==> config.mk <==
export PLATFORM = sky130hd
export DESIGN_NAME = uart_tx_sched
export DESIGN_NICKNAME = d
export VERILOG_FILES = /design/src/rtl/uart_pkg.sv /design/src/rtl/uart_tx_sched_rr_arbiter.sv /design/src/rtl/uart_tx_sched.sv
export SDC_FILE = /design/constraint.sdc
export NUM_CORES = 1
export LEC_CHECK = 0
export ABC_CLOCK_PERIOD_IN_PS = 1600
export BUFFER_PORTS_ARGS = -buffer_cell sky130_fd_sc_hd__buf_2
export CAP_MARGIN = 20
export CORE_MARGIN = 1
export CORE_UTILIZATION = 52
export DETAILED_ROUTE_END_ITERATION = 8
export GPL_TIMING_DRIVEN = 0
export PLACE_DENSITY = 0.77
export SETUP_SLACK_MARGIN = 0.15
export SLEW_MARGIN = 5
export SYNTH_ARGS = -nofsm -noshare
export SYNTH_HDL_FRONTEND = slang
export SYNTH_SLANG_ARGS = --single-unit
==> constraint.sdc <==
create_clock -name clk -period 1.6 [get_ports clk]
set_input_delay 0 -clock clk [delete_from_list [all_inputs] [get_ports clk]]
set_output_delay 0 -clock clk [all_outputs]
set_load 0.01 [all_outputs]
==> src/rtl/uart_pkg.sv <==
// Shared types and elaboration helpers for the UART transmit scheduler.
package uart_pkg;

  typedef enum logic [2:0] {IDLE, SYNC, START, DATA, STOP} tx_state_e;

  function automatic int clog2(input int n);
    int r;
    r = 0;
    for (int i = 0; i < 31; i++)
      if ((1 << i) < n) r = i + 1;
    return r;
  endfunction

  // Width of a requester index; a single requester still needs one bit.
  function automatic int id_width(input int n);
    return (clog2(n) < 1) ? 1 : clog2(n);
  endfunction

  function automatic int frame_bits(input int data_w, input int stop_bits);
    return 1 + data_w + stop_bits;
  endfunction

endpackage

==> src/rtl/uart_tx_sched_rr_arbiter.sv <==
// Combinational round-robin pick: first set request strictly after ptr, wrapping.
module rr_arbiter #(
  parameter int N  = 2,
  parameter int IW = 1
) (
  input  logic [N-1:0]  req,
  input  logic [IW-1:0] ptr,
  output logic [N-1:0]  grant,
  output logic [IW-1:0] idx,
  output logic          any
);

  always_comb begin
    grant = '0;
    idx   = '0;
    any   = 1'b0;
    // Upper segment first (above the last winner), then wrap to the lower one.
    for (int i = 0; i < N; i++) begin
      if (!any && (i > int'(ptr)) && req[i]) begin
        any      = 1'b1;
        grant[i] = 1'b1;
        idx      = IW'(i);
      end
    end
    for (int i = 0; i < N; i++) begin
      if (!any && (i <= int'(ptr)) && req[i]) begin
        any      = 1'b1;
        grant[i] = 1'b1;
        idx      = IW'(i);
      end
    end
  end

endmodule

==> src/rtl/uart_tx_sched.sv <==
// Round-robin shared UART transmitter: arbitrates byte requesters and frames 8N1-style
// output from an external 1x baud enable.
module uart_tx_sched
  import uart_pkg::*;
#(
  parameter int NUM_REQ   = 2,
  parameter int DATA_W    = 8,
  parameter int STOP_BITS = 1,
  parameter int ID_W      = 1
) (
  input  logic                      clk,
  input  logic                      rst,
  input  logic                      baud_en,
  input  logic [NUM_REQ-1:0]        req_valid,
  input  logic [NUM_REQ*DATA_W-1:0] req_data,
  output logic [NUM_REQ-1:0]        req_ready,
  output logic                      txd,
  output logic                      busy,
  output logic [ID_W-1:0]           grant_id
);

  localparam int CNT_W = 4;

  tx_state_e           state_q, state_d;
  logic [DATA_W-1:0]   shift_q, shift_d;
  logic [CNT_W-1:0]    cnt_q, cnt_d;
  logic [ID_W-1:0]     ptr_q, ptr_d;
  logic [ID_W-1:0]     gid_q, gid_d;
  logic                txd_q, txd_d;
  logic                busy_q, busy_d;

  logic [NUM_REQ-1:0]  grant;
  logic [ID_W-1:0]     idx;
  logic                any;
  logic [DATA_W-1:0]   sel_data;

  rr_arbiter #(.N(NUM_REQ), .IW(ID_W)) u_arb (
    .req   (req_valid),
    .ptr   (ptr_q),
    .grant (grant),
    .idx   (idx),
    .any   (any)
  );

  always_comb begin
    sel_data = '0;
    for (int i = 0; i < NUM_REQ; i++)
      if (grant[i]) sel_data = sel_data | req_data[i*DATA_W +: DATA_W];
  end

  // Only IDLE may accept, and never while reset is being applied.
  assign req_ready = (state_q == IDLE && !rst) ? grant : '0;
  assign txd       = txd_q;
  assign busy      = busy_q;
  assign grant_id  = gid_q;

  always_comb begin
    state_d = state_q;
    shift_d = shift_q;
    cnt_d   = cnt_q;
    ptr_d   = ptr_q;
    gid_d   = gid_q;
    txd_d   = txd_q;
    busy_d  = busy_q;
    case (state_q)
      IDLE: if (any) begin
        shift_d = sel_data;
        gid_d   = idx;
        ptr_d   = idx;
        busy_d  = 1'b1;
        state_d = SYNC;
      end
      SYNC: if (baud_en) begin
        txd_d   = 1'b0;
        state_d = START;
      end
      START: if (baud_en) begin
        txd_d   = shift_q[0];
        shift_d = shift_q >> 1;
        cnt_d   = CNT_W'(DATA_W - 1);
        state_d = DATA;
      end
      DATA: if (baud_en) begin
        if (cnt_q != '0) begin
          txd_d   = shift_q[0];
          shift_d = shift_q >> 1;
          cnt_d   = cnt_q - CNT_W'(1);
        end else begin
          txd_d   = 1'b1;
          cnt_d   = CNT_W'(STOP_BITS - 1);
          state_d = STOP;
        end
      end
      STOP: if (baud_en) begin
        if (cnt_q != '0) begin
          cnt_d = cnt_q - CNT_W'(1);
        end else begin
          busy_d  = 1'b0;
          state_d = IDLE;
        end
      end
      default: state_d = IDLE;
    endcase
  end

  always_ff @(posedge clk) begin
    if (rst) begin
      state_q <= IDLE;
      shift_q <= '0;
      cnt_q   <= '0;
      ptr_q   <= ID_W'(NUM_REQ - 1);
      gid_q   <= '0;
      txd_q   <= 1'b1;
      busy_q  <= 1'b0;
    end else begin
      state_q <= state_d;
      shift_q <= shift_d;
      cnt_q   <= cnt_d;
      ptr_q   <= ptr_d;
      gid_q   <= gid_d;
      txd_q   <= txd_d;
      busy_q  <= busy_d;
    end
  end

endmodule
; Word level (Yosys, flattened, before mapping)
; Index checks and enable logic that the tools add are counted.
; W data, S select, Z words.
[op_classes]
n_addsub = 1
mul = 0
div_mod_pow = 0
magnitude_cmp = 2
eq_ne = 13
shift = 0
muxes = 38
bitwise = 1
n_reduce_logical = 20
[ops]
columns = operator, n
row1 = $mux W8, 6
row2 = $pmux W8 S3, 1
row3 = $mux W3, 7
row4 = $mux W4, 5
row5 = $ne A2 B2 Y1 const B, 9
row6 = $pmux W3 S5, 1
row7 = $mux W1, 14
row8 = $pmux W4 S3, 1
row9 = $reduce_and A5 Y1, 2
row10 = $reduce_bool A3 Y1, 3
row11 = $or A8 B8 Y8, 1
row12 = $reduce_and A4 Y1, 2
row13 = $reduce_and A7 Y1, 1
row14 = $eq A3 B2 Y1 const B, 2
row15 = $logic_and A1 B1 Y1, 5
row16 = $reduce_bool A4 Y1, 1
row17 = $sub A4 B1 Y4 const B, 1
row18 = $eq A3 B1 Y1 const B, 1
row19 = $eq A3 B3 Y1 const B, 1
row20 = $logic_not A1 Y1, 3
row21 = $logic_not A3 Y1, 1
row22 = $pmux W1 S3, 1
row23 = $mux W2, 1
row24 = $pmux W1 S2, 1
row25 = other kinds (4), 4
[totals]
reg_bits = 19
latch_bits = 0
mem_bits_rw = 0
romBits = 0
output_inout_bits = 5
word_cells = 82
n_memories = 0

; Longest topological paths before layout
; Gate-level depths: netlist of run 1.
[logic_depth]
word_depth = 13
mapped_depth = 6
depth_no_buf = 6

; Cells and area by module
; Synthesis of run 1 repeated with hierarchy kept, for this count alone.
[hier_totals]
hier_cells = 129
hier_area_um2 = 1121.1
[modules_own_cells]
columns = module, n_inst, cells_each, area_per_inst_um2, seq_area_each_um2
row1 = uart_tx_sched, 1, 124, 1088.5, 380.4
row2 = rr_arbiter, 1, 5, 32.5, 0.0

; Worst setup path before layout of run 1
; No wires, ideal clock.
[synth_path]
path_kind = register to register
startpoint = register cnt_q[0]
endpoint = register cnt_q[1]
setup_ns = 0.134
t_arrival_ns = 1.299
required_time_ns = 1.466
setup_slack_ns = 0.167
stages_incl_launch_ff = 7
path_buffers = 0
path_cell_list = dfxtp_1 > inv_1 > ha_1 > nor3b_4 > o31a_1 > nor3_1 > a211oi_1
[synth_via]
elab_chain_cells = 4
elab_cells_between_ends = 9
[synth_lines]
columns = element, line_no
row1 = from (decl), uart_tx_sched.sv:26  ; logic [CNT_W-1:0] cnt_q, cnt_d;
row2 = from (signal assigned), uart_tx_sched.sv:118  ; cnt_q <= cnt_d;
row3 = $sub A4 B1 Y4 or $reduce_bool A4 Y1 (tied branches), n/a
row4 = $mux W4 (on tied branches), "uart_tx_sched.sv:95, uart_tx_sched.sv:84"
row5 = $mux W4 (on tied branches), "uart_tx_sched.sv:94, uart_tx_sched.sv:83"
row6 = $pmux W4 S3, uart_tx_sched.sv:65  ; case (state_q)
; Parallel ways exist; a longest one is shown, timed or not. The select of a mux whose other input is x is not followed.
; A chain may end at the register's enable or synchronous reset.

; Worst setup path in the final report of run 1
[layout_path]
startpoint = register state_q[1]
endpoint = output port req_ready[1]
[layout_via]
elab_chain_cells = 3
[layout_lines]
columns = element, line_no
row1 = from (decl), uart_tx_sched.sv:24  ; tx_state_e state_q, state_d;
row2 = from (signal assigned), uart_tx_sched.sv:116  ; state_q <= state_d;
row3 = $logic_not A3 Y1, uart_tx_sched.sv:52  ; assign req_ready = (state_q == IDLE && !rst) ? grant : '0;
row4 = $logic_and A1 B1 Y1, uart_tx_sched.sv:52
row5 = $mux W2, uart_tx_sched.sv:52
row6 = to (decl), uart_tx_sched.sv:16  ; output logic [NUM_REQ-1:0] req_ready,
; Every way passes these cells.

==> impl_metrics.yaml, run 1 <==
outcome:
  outcome: "completed"
route:
  ant_nets: 0
  drt_iter0_markers: 33
  detail_route.drc_violations: 0
  drt-pass1-iter-count: 4
  routedWlPerCell_um: 14.95
  num_vias: 1178
  viasPerCell: 5.861
  wl_mm: 3.004
global_routing:
  antenna_found_initial: 0
  grt_pass1_wl_mm: 5.064
  grt_max_degree: 11
  grt_pass1_vias: 1109
  grtUsageTotal_pct: 27.13
  grt_overflow: 0
timing:
  hold_slack_ns: 0.01857
  max_freq_mhz: 652.3
  tightest_slew_ns: 0.5312
  slew_viol_final: 0
  rsz0062_at_grt: "true"
  min_period_ns: 1.533
  skew_ns: 0.001640
  relSlewSlack_pct: 64.59
  setup_slack_ns: 0.06701
  final-hold-violation-count: 0
  fin_crit_sh_pct: 95.81
  setup_viol: 0
floorplanning:
  ios: 26
  initial_utilization_pct: 56.75
  die_h_um: 48.74
  core_area_um2: 2002
  row_count: 16
  die_w_um: 48.74
  die_area_um2: 2376
place:
  place_congestion: 0.8499
  dp_slack_ns: -0.02427
  post-place-cells: 184
  place_hpwl_mm: 1.864
  place.port_buffers: 25
setup_path:
  slowest_delay_ns: 0.41
  r2r_cells: 8
  crit_path_cell_trace: "buf_6 > or3_4 > nor3b_2 > buf_2"
  worstSetupPathType: "reg2out"
  crit_path_top_delay_cell: "or3_4"
  critical_path_arrival_ns: 1.53
  r2r-end: "cnt_q[1]"
  crit_start: "state_q[1]"
  crit_family: "simple AND/OR/NAND/NOR gates"
  cp_max_fo: 5
  r2r_start: "cnt_q[0]"
  startpoint_type: "flip-flop"
  crit_buf_inv: 2
  crit_required_ns: 1.60
  reg2reg_slack_ns: 0.11
  end_kind: "primary output"
clock_tree:
  cts.sinks: 19
  cts_tree: "built"
  htree_levels: 1
  clock_latency_ns: 0.30
  cts_root_buffer: "clkbuf_4"
  clk_path_buf_depth: 2
  clk_pin_slew_ns: 0.11
  cts_buffers: 3
power:
  p_int_mw: 0.8399
  pwr-share-comb_pct: 36.0
  power.leakage_nw: 0.6029
  p_switching_mw: 0.4145
  ir_drop_v: 0.0006202
  p_seq_share_pct: 44.1
  p_sw_share_pct: 33.04
  powerDensity_nw_per_um2: 813.1
  power.total_mw: 1.254
  p_clk_share_pct: 19.9
worst_hold_path:
  worstHoldStart: "req_data[15]"
  hp-class: "in2reg"
  whs_path_depth: 3
  holdPathEnd: "shift_q[7]"
layout:
  syn2layout_area_growth_pct: 35.79
  nets: 198
  final_util_pct: 77.06
  antenna_cells: 0
  layout.cells.non_filler: 201
  drive_gt1_share_pct: 44.25
  nFillCells: 148
synthesis:
  ys_types: 42
  asyncSetResetFlopFracSynth_pct: 0
  postSynthAreaPerCell_um2: 8.607
  synth_ff_type: "dfxtp_1"
  ys_warn_count: 0
  ys_seq_elements: 19
  postSynthCellCount: 132
  syn-num-nets: 155
  seq_area_frac_synth_pct: 33.48
  synth_edf_count: 0
  syn_area_um2: 1136
job:
  drv_cap: 0
==> flip-flops by register name, summed over array words and instances (netlist names) <==
| register | flops |
|---|---|
| shift_q | 8 |
| cnt_q | 4 |
| state_q | 3 |
| busy | 1 |
| grant_id | 1 |
| ptr_q | 1 |
| txd | 1 |
==> kinds of logic after synthesis <==
kind of cell / synth area share, %
flip-flops: 33.48
adder cells (fa/ha/maj): 2.202
buffers and inverters: 6.607
AND/OR/NAND/NOR: 24.89
AO/OA/AOI/OAI: 32.82
==> power groups by stage <==
stage / sequential, mW / combinational [mW] / clock (mW)
after floorplan: 0.556 / 0.241 / 0
after global routing: 0.559 / 0.489 / 0.276
after global placement: 0.555 / 0.324 / 0
final: 0.553 / 0.452 / 0.250
after detailed placement: 0.558 / 0.333 / 0
after CTS: 0.550 / 0.399 / 0.260
==> cells in the mapped netlist (2+ instances only) <==
library cell | n | area share, %
a211o_1 | 2 | 1.5
a211oi_1 | 3 | 2.0
a21oi_1 | 6 | 2.6
a31oi_1 | 9 | 5.0
buf_6 | 4 | 4.0
clkbuf_1 | 4 | 1.3
dfxtp_1 | 19 | 33
ha_1 | 2 | 2.2
inv_1 | 4 | 1.3
nand2_1 | 22 | 7.3
nand2b_1 | 2 | 1.1
nand3b_1 | 2 | 1.3
nand4bb_1 | 2 | 2.0
nor2_1 | 4 | 1.3
nor3_1 | 4 | 1.8
o21ai_0 | 9 | 4.0
o21ai_1 | 2 | 0.88
o2bb2ai_1 | 8 | 6.2
==> tightest hold or removal path: cells and delay by family <==
kind	cells	cell delay, ns
compound gates	2	0.22
buf+inv	1	0.07
==> layout by cell type (no fill, tap or decap), types with 2 or more instances in the layout <==
master / n
a21oi_1: 4
nand2_1: 21
o21ai_1: 4
dfxtp_1: 14
dfxtp_2: 5
nand2b_1: 2
a211oi_1: 2
inv_2: 2
buf_4: 6
nor3_1: 2
inv_1: 2
a21oi_2: 2
clkbuf_4: 3
buf_6: 9
nor3_2: 2
o21ai_0: 7
a31oi_1: 9
nand3b_1: 2
nor2_1: 4
a211o_1: 2
clkbuf_1: 4
o2bb2ai_1: 7
buf_2: 27
==> worst max path at each step <==
| stage | end | slack [ns] | cells past startpoint |
|---|---|---|---|
| 2_1_floorplan | cnt_q[1] | 0.17 | 6 |
| 5_1_grt | req_ready[1] | 0.04 | 4 |
| 6_report | req_ready[1] | 0.07 | 4 |
| 3_5_place_dp | cnt_q[0] | -0.02 | 6 |
| 4_1_cts | req_ready[1] | 0.11 | 4 |
| 3_3_place_gp | cnt_q[0] | -0.002 | 6 |
==> repair_timing <==
item / in CTS / in global routing
setup endpoints to repair: 16 / 17
hold buffers: 1 / 0
cloned: 0 / 1
pin swaps: 6 / 6
hold endpoints to repair: 1 / 0
resized for setup: 18 / 19
setup buffers: 8 / 3
==> per-stage QoR <==
step           instance area (um2)   TNS [ns]
2_1_floorplan                 1136          0
3_3_place_gp                  1295  -0.001941
3_5_place_dp                  1295   -0.04762
4_1_cts                       1453          0
5_1_grt                       1543          0
6_report                      1543          0
==> routing by layer <==
layer,vias to the layer above,global-route usage [%],share of wire [%]
met5,-,0,0
met4,0,13.24,1.4
met3,3,3.145,4.7
met2,37,45.14,49
met1,560,34.56,45
li1,578,-,-
==> area by class of cell <==
cell class	instances	area (um2)	share of cell area [%]
buffer	8	61.31	3.974
clock buffer	4	26.28	1.703
inverter	4	15.01	0.9732
multi-input combinational	101	778.2	50.45
sequential	19	386.6	25.06
tap	27	33.78	2.190
timing repair buffer	38	241.5	15.65
Power figures use the tool's default switching activity.
==> run 2: changes to the inputs <==
--- a/config.mk
+++ b/config.mk
@@ -16,2 +16,3 @@
 export SETUP_SLACK_MARGIN = 0.15
+export SKIP_LAST_GASP = 1
 export SLEW_MARGIN = 5
--- a/constraint.sdc
+++ b/constraint.sdc
@@ -3,2 +3,2 @@
 set_output_delay 0 -clock clk [all_outputs]
-set_load 0.01 [all_outputs]
+set_load 0.02 [all_outputs]
==> run 2 against run 1 <==
  * Sequential share of layout area down 0.58 points
  * Power up 1.6%
  * Cell count up 2.0%
  * Worst setup slack better by 0.010 ns
  * Largest power group unchanged
  * Clock power about the same
  * Clock-buffer cell count unchanged
  * Critical path type is now reg2reg
  * Die area unchanged
  * Clock skew up 0.0026 ns
  * Utilization up 1.8 points
==> impl_metrics.yaml, run 2 (synthesized netlist as in run 1, its figures left out) <==
floorplanning:
  core_area_um2: 2002
  row_count: 16
  initial_utilization_pct: 56.75
  die_area_um2: 2376
  die_w_um: 48.74
  ios: 26
  die_h_um: 48.74
global_routing:
  grt_pass1_vias: 1119
  grt_overflow: 0
  grtUsageTotal_pct: 27.13
  grt_max_degree: 11
  antenna_found_initial: 0
  grt_pass1_wl_mm: 5.002
setup_path:
  crit_path_cell_trace: "inv_2 > ha_4 > nor3b_4 > buf_4 > buf_6 > a21oi_2 > nor3_2 > a211oi_1"
  r2r_start: "cnt_q[1]"
  slowest_delay_ns: 0.36
  startpoint_type: "flip-flop"
  r2r_cells: 8
  crit_path_top_delay_cell: "dfxtp_2"
  r2r-end: "cnt_q[1]"
  reg2reg_slack_ns: 0.08
  worstSetupPathType: "reg2reg"
  cp_max_fo: 4
  crit_required_ns: 1.81
  end_kind: "flip-flop"
  critical_path_arrival_ns: 1.73
timing:
  relSlewSlack_pct: 68.79
  tightest_slew_ns: 0.4682
  fin_crit_sh_pct: 95.18
  setup_viol: 0
  min_period_ns: 1.523
  slew_viol_final: 0
  rsz0062_at_grt: "true"
  max_freq_mhz: 656.6
  skew_ns: 0.004200
  final-hold-violation-count: 0
route:
  wl_mm: 3.057
  drt_iter0_markers: 24
  num_vias: 1225
  ant_nets: 0
  routedWlPerCell_um: 14.91
  drt-pass1-iter-count: 4
  detail_route.drc_violations: 0
  viasPerCell: 5.976
worst_hold_path:
  worstHoldStart: "req_data[15]"
  holdPathEnd: "shift_q[7]"
  hp-class: "in2reg"
  whs_path_depth: 3
layout:
  final_common_cell: "buf_2"
  drive_gt1_share_pct: 45.51
  layout.cells.non_filler: 205
  nFillCells: 142
  reg_top3: "shift_q (8), cnt_q (4), state_q (3)"
  final_cell_mix: "buf_2, nand2_1, dfxtp_1, buf_4, a31oi_1"
  final_util_pct: 78.88
  nets: 202
  top_register: "shift_q"
  largest_reg_flops: 8
  syn2layout_area_growth_pct: 38.99
  antenna_cells: 0
place:
  place.port_buffers: 25
  post-place-cells: 184
  place_congestion: 0.8499
  place_hpwl_mm: 1.864
power:
  ir_drop_v: 0.0006103
  powerDensity_nw_per_um2: 807.2
  power.leakage_nw: 0.6285
clock_tree:
  cts_root_buffer: "clkbuf_4"
  clk_pin_slew_ns: 0.11
  cts_buffers: 3
  clk_path_buf_depth: 2
  clock_latency_ns: 0.30
  cts_tree: "built"
  htree_levels: 1
  cts.sinks: 19
job:
  drv_cap: 0
outcome:
  outcome: "completed"
[run 2: cell types whose count changed in the layout (fill, tap and decap cells not counted)]
| cell | delta |
|---|---|
| buf_6 | -1 |
| clkbuf_2 | +1 |
| buf_4 | +8 |
| clkbuf_1 | -1 |
| and3b_2 | -1 |
| clkbuf_4 | +1 |
| and3b_1 | +1 |
| buf_2 | -4 |
[run 2: per-stage QoR]
step / setup WS, ns / hold slack [ns] / setup TNS, ns / instance area, um2 / total power [mW]
after floorplan: 0.1671 / 0.08969 / 0 / 1136 / 0.8056
after global placement: -0.001941 / 0.3211 / -0.001941 / 1295 / 0.8886
after detailed placement: -0.02427 / 0.3359 / -0.04762 / 1295 / 0.9003
after CTS: 0.09994 / 0.01288 / 0 / 1484 / 1.229
after global routing: 0.01904 / 0.04304 / 0 / 1579 / 1.346
final: 0.07709 / 0.01536 / 0 / 1579 / 1.275
[run 2: worst max-delay path, delay by kind of cell (launching register included)]
kind                       cells  cell delay, ns
buffers and inverters          3            0.32
and+or+nand+nor                2            0.21
AOI/OAI and AO/OA              2            0.38
adders and majority gates      1            0.15
DFF                            1            0.36
[run 2: layer usage]
| layer | vias to the layer above | routed length [um] | track usage (%) |
|---|---|---|---|
| met5 | - | 0 | 0 |
| met4 | 0 | 91 | 15.69 |
| met3 | 9 | 133 | 3.774 |
| met2 | 46 | 1529 | 44.21 |
| met1 | 584 | 1303 | 33.98 |
| li1 | 586 | - | - |
[run 2: repair_timing]
action | in CTS | in global routing
setup buffers | 11 | 5
endpoints found under the setup margin | 16 | 17
pin swaps | 6 | 8
resized for setup | 20 | 20
hold endpoints to repair | 1 | 0
hold buffers | 1 | 0
gates cloned | 0 | 0
[run 2: final cells by class]
class                   instances  area, um2  area share, %
plain buffers                   8      65.06          4.120
inverters                       4      15.01         0.9509
well taps                      27      33.78          2.139
multi-input cells             101      777.0          49.21
flip-flops and latches         19      386.6          24.49
clock buffers                   4      26.28          1.664
repair buffers                 42      275.3          17.43
[run 2: worst max-delay path by stage]
stage / from / endpoint / slack (ns) / cells after the start
2_1_floorplan: cnt_q[0] / cnt_q[1] / 0.17 / 6
3_3_place_gp: cnt_q[0] / cnt_q[0] / -0.002 / 6
3_5_place_dp: cnt_q[0] / cnt_q[0] / -0.02 / 6
4_1_cts: state_q[2] / req_ready[1] / 0.1 / 4
5_1_grt: cnt_q[1] / busy / 0.02 / 8
6_report: cnt_q[1] / cnt_q[1] / 0.08 / 8
[run 2: where the power goes]
part	switching [mW]	total [mW]	internal, mW
Clock	0.153	0.251	0.0974
Combinational	0.243	0.472	0.229
Sequential	0.0300	0.552	0.522
==> run 3: changes to the inputs <==
- CORE_UTILIZATION: 52 -> 50
- PLACE_DENSITY: 0.77 -> 0.75
==> run 3 against run 2 <==
  * Die area up 3.8%
  * Clock power about the same
  * Clock-buffer cell count unchanged
  * Clock skew up 0.0045 ns
  * Via count down 1.1%
  * Flip-flop and latch count unchanged
  * Final area down 3.1%
  * Sequential share of layout area up 0.70 points
  * Hold slack better by 0.0036 ns
  * Sequential power about the same
  * Largest power group unchanged
==> impl_metrics.yaml, run 3 (synthesized netlist as in run 1, its figures left out) <==
floorplanning:
  core_area_um2: 2042
  die_area_um2: 2467
  initial_utilization_pct: 55.64
  die_h_um: 49.67
  ios: 26
  die_w_um: 49.67
  row_count: 16
layout:
  nFillCells: 166
  layout.cells.non_filler: 204
  largest_reg_flops: 8
  antenna_cells: 0
  nets: 201
  final_common_cell: "buf_2"
  syn2layout_area_growth_pct: 34.69
  finalInstanceArea_um2: 1530
  final_cell_mix: "buf_2, nand2_1, dfxtp_1, buf_4, a31oi_1"
  drive_gt1_share_pct: 41.24
  final_util_pct: 74.94
  reg_top3: "shift_q (8), cnt_q (4), state_q (3)"
  top_register: "shift_q"
global_routing:
  grt_pass1_wl_mm: 5.478
  grt_pass1_vias: 1206
  grt_overflow: 0
  grt_max_degree: 11
  antenna_found_initial: 0
  grtUsageTotal_pct: 28.78
setup_path:
  slowest_delay_ns: 0.40
  startpoint_type: "flip-flop"
  cp_max_fo: 10
  reg2reg_slack_ns: 0.06
  crit_required_ns: 1.60
  r2r-end: "cnt_q[0]"
  r2r_start: "state_q[0]"
  r2r_cells: 5
  crit_path_cell_trace: "buf_6 > or3_4 > nor3b_2 > buf_4"
  critical_path_arrival_ns: 1.54
  worstSetupPathType: "reg2out"
  crit_path_top_delay_cell: "or3_4"
  crit_family: "simple AND/OR/NAND/NOR gates"
  end_kind: "primary output"
  crit_buf_inv: 2
clock_tree:
  cts_buffers: 3
  clock_latency_ns: 0.30
  htree_levels: 1
  cts_tree: "built"
  clk_path_buf_depth: 2
  cts.sinks: 19
  ctsHoldBuffers: 0
  cts_root_buffer: "clkbuf_4"
  clk_pin_slew_ns: 0.10
power:
  ir_drop_v: 0.0007707
  power.leakage_nw: 0.6136
  powerDensity_nw_per_um2: 835.4
route:
  viasPerCell: 5.941
  num_vias: 1212
  ant_nets: 0
  wl_mm: 3.315
  drt-met1-wl_mm: 1.385
  dr_wl_met3_um: 98
  met2_length_mm: 1.774
  detail_route.drc_violations: 0
  routedWlPerCell_um: 16.25
  routed.top_layer: "met4"
  drt-pass1-iter-count: 4
  drt_iter0_markers: 25
timing:
  setup_viol: 0
  tightest_slew_ns: 0.5641
  rsz0062_at_grt: "true"
  slew_viol_final: 0
  min_period_ns: 1.545
  setup_slack_ns: 0.05517
  relSlewSlack_pct: 62.39
  fin_crit_sh_pct: 96.55
  skew_ns: 0.008680
  max_freq_mhz: 647.3
  final-hold-violation-count: 0
  finalSetupTns_ns: 0
place:
  dpl_cell_area_um2: 1295
  dp_slack_ns: -0.07038
  place_congestion: 0.7716
  place.port_buffers: 25
  place_hpwl_mm: 2.034
  post-place-cells: 184
outcome:
  outcome: "completed"
job:
  drv_cap: 0
worst_hold_path:
  whs_path_depth: 2
  holdPathEnd: "state_q[1]"
  worstHoldStart: "rst"
  hp-class: "in2reg"
==> run 3: cell count changes in the layout (fill, tap and decap cells not counted), moves of 2 or more <==
| cell | change |
|---|---|
| buf_2 | +2 |
| buf_6 | -3 |
| o21ai_0 | -3 |
| o31ai_2 | +2 |
| o21ai_1 | +3 |
| a21oi_2 | -2 |
| a21oi_1 | +2 |
==> run 3: how the worst max path moves through the flow <==
| stage | from | endpoint | slack [ns] | cells past startpoint |
|---|---|---|---|---|
| 6_report | state_q[2] | req_ready[1] | 0.06 | 4 |
| 3_3_place_gp | cnt_q[0] | cnt_q[1] | 0.02 | 6 |
| 4_1_cts | state_q[0] | cnt_q[0] | 0.09 | 5 |
| 2_1_floorplan | cnt_q[0] | cnt_q[1] | 0.17 | 6 |
| 5_1_grt | cnt_q[1] | state_q[2] | -0.02 | 7 |
| 3_5_place_dp | cnt_q[0] | cnt_q[1] | -0.07 | 6 |
==> run 3: final cells by class <==
type	instances	area (um2)	share of cell area, %
Tap cell	27	33.78	2.208
Buffer	8	63.81	4.170
Timing Repair Buffer	41	249.0	16.27
Sequential cell	19	385.4	25.18
Inverter	4	15.01	0.9812
Clock buffer	4	26.28	1.717
Multi-Input combinational cell	101	757.0	49.47
==> run 3: through the flow <==
stage	total power [mW]	hold slack (ns)
6_report	1.278	0.01895
5_1_grt	1.342	0.01425
4_1_cts	1.248	0.003572
3_5_place_dp	0.9048	0.3229
3_3_place_gp	0.8872	0.3146
2_1_floorplan	0.8056	0.08969
==> run 3: routing by layer <==
metal	GRT usage (%)	vias up
met4	10.00	0
met5	0	-
met3	2.469	4
met2	52.70	34
li1	-	586
met1	34.52	588
==> run 3: worst reg2reg max path: cells and delay by family (launching register included) <==
kind	cells	cell delay (ns)
compound gates	3	0.68
buf+inv	1	0.13
flops	1	0.34
simple gates	1	0.26
==> run 3: power breakdown <==
part           switching (mW)  total, mW  internal (mW)
logic                   0.242      0.476          0.234
clock network           0.151      0.249         0.0973
registers              0.0315      0.554          0.522
total                   0.425       1.28          0.854
==> run 3: repair_timing <==
action / CTS / global route
setup buffers: 14 / 1
cloned: 1 / 0
setup endpoints to repair: 16 / 17
gates resized for setup: 19 / 8
pin swaps: 11 / 2
